## src/rtl/shift_pipe.sv

```systemverilog
// rtl/shift_pipe.sv - multi-mode DEPTH x WIDTH shift register with tap, rotate, load, clear and fill count
module shift_pipe #(
    parameter int WIDTH = 1,
    parameter int DEPTH = 8,
    parameter int TAP_W = $clog2(DEPTH),
    parameter int CNT_W = $clog2(DEPTH + 1)
) (
    input  logic                     clk,
    input  logic                     rst,
    input  logic                     enable,
    input  logic [1:0]               mode,
    input  logic                     dir,
    input  logic [WIDTH-1:0]         in,
    input  logic [WIDTH*DEPTH-1:0]   load_data,
    input  logic [TAP_W-1:0]         tap_sel,
    output logic [WIDTH-1:0]         out,
    output logic [WIDTH-1:0]         tap,
    output logic [WIDTH*DEPTH-1:0]   data,
    output logic [CNT_W-1:0]         count,
    output logic                     full
);

    typedef enum logic [1:0] {
        MODE_SHIFT  = 2'b00,
        MODE_ROTATE = 2'b01,
        MODE_LOAD   = 2'b10,
        MODE_CLEAR  = 2'b11
    } mode_e;

    localparam logic [CNT_W-1:0] CNT_FULL = CNT_W'(DEPTH);

    logic [WIDTH-1:0] stage_q [DEPTH];
    logic [WIDTH-1:0] stage_d [DEPTH];
    logic [CNT_W-1:0] count_q;
    logic [CNT_W-1:0] count_d;
    logic [WIDTH-1:0] entry_word;
    mode_e            mode_sel;

    assign mode_sel = mode_e'(mode);

    // Rotate recirculates the exit stage of the current direction into the entry stage.
    always_comb begin
        entry_word = in;
        if (mode_sel == MODE_ROTATE) begin
            entry_word = dir ? stage_q[0] : stage_q[DEPTH-1];
        end
    end

    always_comb begin
        stage_d = stage_q;
        count_d = count_q;
        if (enable) begin
            case (mode_sel)
                MODE_SHIFT, MODE_ROTATE: begin
                    if (dir) begin
                        for (int i = 0; i < DEPTH - 1; i++) begin
                            stage_d[i] = stage_q[i+1];
                        end
                        stage_d[DEPTH-1] = entry_word;
                    end else begin
                        for (int i = 1; i < DEPTH; i++) begin
                            stage_d[i] = stage_q[i-1];
                        end
                        stage_d[0] = entry_word;
                    end
                    if (mode_sel == MODE_SHIFT && count_q != CNT_FULL) begin
                        count_d = count_q + CNT_W'(1);
                    end
                end
                MODE_LOAD: begin
                    for (int i = 0; i < DEPTH; i++) begin
                        stage_d[i] = load_data[i*WIDTH +: WIDTH];
                    end
                    count_d = CNT_FULL;
                end
                MODE_CLEAR: begin
                    for (int i = 0; i < DEPTH; i++) begin
                        stage_d[i] = '0;
                    end
                    count_d = '0;
                end
                default: begin
                    count_d = count_q;
                end
            endcase
        end
    end

    always_ff @(posedge clk or posedge rst) begin
        if (rst) begin
            for (int i = 0; i < DEPTH; i++) begin
                stage_q[i] <= '0;
            end
            count_q <= '0;
        end else begin
            stage_q <= stage_d;
            count_q <= count_d;
        end
    end

    // Out-of-range tap_sel matches no stage and falls through to zero.
    always_comb begin
        tap = '0;
        for (int i = 0; i < DEPTH; i++) begin
            if (tap_sel == TAP_W'(i)) begin
                tap = stage_q[i];
            end
        end
    end

    genvar g;
    generate
        for (g = 0; g < DEPTH; g++) begin : g_pack
            assign data[g*WIDTH +: WIDTH] = stage_q[g];
        end
    endgenerate

    assign out   = dir ? stage_q[0] : stage_q[DEPTH-1];
    assign count = count_q;
    assign full  = (count_q == CNT_FULL);

endmodule

```

## config.mk

```make
export PLATFORM = sky130hd
export DESIGN_NAME = shift_pipe
export DESIGN_NICKNAME = d
export VERILOG_FILES = /design/src/rtl/shift_pipe.sv
export SDC_FILE = /design/constraint.sdc
export NUM_CORES = 1
export LEC_CHECK = 0
export CAP_MARGIN = 20
export CORE_ASPECT_RATIO = 1.1
export CORE_MARGIN = 2
export CORE_UTILIZATION = 38
export DETAILED_ROUTE_END_ITERATION = 16
export GPL_TIMING_DRIVEN = 1
export PLACE_DENSITY = 0.74
export SYNTH_ARGS = -nofsm -noshare
export SYNTH_HDL_FRONTEND = slang
export SYNTH_SLANG_ARGS = --single-unit
export TNS_END_PERCENT = 100
```

## constraint.sdc

```tcl
create_clock -name clk -period 1.3 [get_ports clk]
set_input_delay 0.195 -clock clk [delete_from_list [all_inputs] [get_ports clk]]
set_output_delay 0.195 -clock clk [all_outputs]
set_load 0.005 [all_outputs]
```

==> reports/metrics.yaml, run 1 <==
sta:
  clock-skew-final_ps: 0.8494
  final-setup-viol-count: 7
  holdWs_ps: 221.5
  hold_viol: 0
  worstMarginPinSlew_ps: 474.6
  rsz0062_at_grt: "yes"
  min_period_over_period: 1.335
  drv_slew: 0
  slew_headroom: 0.6832
  fmax_mhz: 576.2
  min_period_ps: 1736
  fin_tns_setup_ps: -844.8
  fin_ws_ps: -435.6
clock_network:
  h-tree-depth: 1
  cts_root_buffer: "clkbuf_4"
  clock_sinks: 12
  cts_buffer_depth: 2
  path_clk_slew_ps: 80
  numCtsBuffers: 3
  cts_tree: "built"
  clock_latency_ps: 280
  cts_hold_buf: 0
layout:
  syn2layout_area_growth_pct: 77.89
  utilization: 0.6959
  antenna_cells_inserted: 0
  fin_nets: 165
  finalInstanceArea_um2: 1520
  drive_gt1_frac: 0.4028
route:
  wirelength_um: 2577
  viasPerCell: 5.138
  wire_per_inst_um: 14.81
  wl_met2_um: 1401
  drt_iter0_markers: 8
  vias: 894
  dr.max_layer_used: "met4"
  drc: 0
  wl_met3_um: 70
  antenna_left: 0
  routedLengthMet1_um: 1064
  firstDrtPassIters: 3
setup_path:
  crit_path_end_kind: "primary output"
  r2r-end: "count[0]"
  reg2reg_depth: 6
  regToRegSetupSlack_ps: -50
  crit_chain: "mux4_2 > mux2_4 > buf_6"
  r2r-start: "count[0]"
  slowest_delay_ps: 470
  slowest_stage: "mux4_2"
  worstPathArrival_ps: 1540
  worstPathMaxFanout: 2
  criticalPathCategory: "reg -> out"
  crit_path_start_kind: "register"
  crit_required_ps: 1110
flow_run:
  drv_cap: 0
status:
  outcome: "complete, but fails checks"
  violations: "negative setup slack"
worst_hold_path:
  hold_path_class: "in -> async"
logic_synthesis:
  synth_compound_area_frac: 0.2020
  synth_simple_gate_area_frac: 0.1713
  synthMuxAreaShare: 0.1962
  synth_xor_area_frac: 0
  yosysTopAreaCell: "dfrtp_1"
  yosysMostFrequentCell: "dfrtp_1"
  syn_avg_cell_area_um2: 10.42
  synthAdderAreaFrac: 0.02928
  synth_top_area_share: 0.3514
  synthTopCellsByCount: "dfrtp_1 (12), nand3b_1 (9), mux2i_1 (7), o211ai_1 (7), o21a_1 (6)"
  synth_area_um2: 854.6
  ys_async_sr_fraction: 1.000
  synth_top_family_by_area: "compound AO/OA/AOI/OAI gates"
  synth_seq_cells: 12
  synth_cell_types: 29
  synth-seq-area-share: 0.3514
  synth_area_leaders: "dfrtp_1 (35%), mux2i_1 (8.2%), nand3b_1 (7.9%)"
  synth_flop_cell: "dfrtp_1"
  yosys_warnings: 0
  syn-num-nets: 102
  synth-edff-count: 0
  synth_cells: 82
die:
  initial_utilization: 0.3912
  top_level_ports: 33
  die_h_um: 53.74
  die_w_um: 49.22
  rows: 18
  die_area_um2: 2645
  core_um2: 2185
power:
  leakagePower_nw: 0.6835
  ir_drop_uv: 748.5
  power.density_nw_per_um2: 920.6
grt:
  grt_pass1_vias: 920
  grt_max_degree: 13
  antenna_found_initial: 0
  grt_use_total: 0.2150
  grt_pass1_wl_um: 4243
  grt_overflow: 0
placement:
  place_area_um2: 1371
  dpl_worst_slack_ps: -861.6
  dpl.hpwl_um: 1926
  portBuffers: 32
  gp_congestion: 0.7955
sequential cells by signal, indices dropped and copies added (netlist names):
| name | flops |
|---|---|
| count | 4 |
| data | 8 |
how the worst max path moves through the flow:
stage | from | slack, ps | endpoint | cells after the start
2_1_floorplan | data[7] | -30 | tap | 2
3_3_place_gp | tap_sel[1] | -830 | tap | 4
3_5_place_dp | tap_sel[1] | -860 | tap | 4
4_1_cts | data[6] | -450 | tap | 3
5_1_grt | data[6] | -490 | tap | 3
6_report | data[5] | -440 | tap | 3
report_power, final:
part           switching, mW  internal (mW)  total, mW
Sequential            0.0310          0.420      0.451
Clock                  0.140          0.170      0.310
Combinational          0.244          0.394      0.638
Total                  0.415          0.985       1.40
final cells by class:
| type | instances | area (µm²) |
|---|---|---|
| timing repair buffer | 64 | 576.8 |
| multi-input combinational | 60 | 554.3 |
| fill | 194 | 664.4 |
| clock buffer | 4 | 36.28 |
| tap | 30 | 37.54 |
| inverter | 4 | 15.01 |
| sequential | 12 | 300.3 |
placed cells by master, fill, tap and decap left out, drive strengths merged:
master	Yosys	layout
buf	4	38
clkdlybuf4s50	0	16
dfrtp	12	12
nand3b	9	9
o211ai	7	7
mux2i	7	7
o21a	6	6
clkbuf	2	6
inv	4	4
mux2	4	4
a31oi	3	3
dlygate4sd2	0	3
clkdlybuf4s15	0	3
a21oi	2	2
nor2	2	2
mux4	2	2
dlymetal6s2s	0	2
o21ai	2	2
or3b	2	2
ha	2	2
and3b	1	1
nand2b	1	1
nor3	1	1
nand4bb	1	1
a22o	1	1
nor2b	1	1
o2bb2ai	1	1
nand3	1	1
nand2	1	1
a31o	1	1
nor3b	1	1
o311a	1	1
routing by layer:
metal | up-vias | global-route usage
met3 | 4 | 0.03056
met5 | - | 0
met1 | 434 | 0.2296
met4 | 0 | 0.08571
li1 | 436 | -
met2 | 20 | 0.4302
critical path: cells and delay by family (launching register included):
kind / cells / cell delay [ps]
buffers and inverters: 1 / 110
multiplexers: 2 / 750
flip-flops: 1 / 400
repair_timing:
action | CTS | global route
gates resized for setup | 46 | 16
gates cloned | 0 | 0
pin swaps | 5 | 3
hold endpoints to repair | 0 | 0
setup buffers | 6 | 4
setup endpoints to repair | 18 | 16
through the flow:
step | power, mW | std cells
finish | 1.399 | 174
global route | 1.491 | 174
CTS | 1.389 | 171
detailed placement | 1.036 | 161
global placement | 1.016 | 161
floorplan | 0.6832 | 82
cell families after synthesis:
family / count (synthesis)
fa+ha+maj: 2
buf+inv: 10
mux: 13
compound gates: 24
flops: 12
simple gates: 21
No activity file was read; power rests on OpenSTA's default activity.
==> inputs of run 2 (changes only) <==
- CTS_CLUSTER_DIAMETER: unset -> 100
==> results of run 2 <==
Final layout, timing and power as in run 1 (identical DEF).
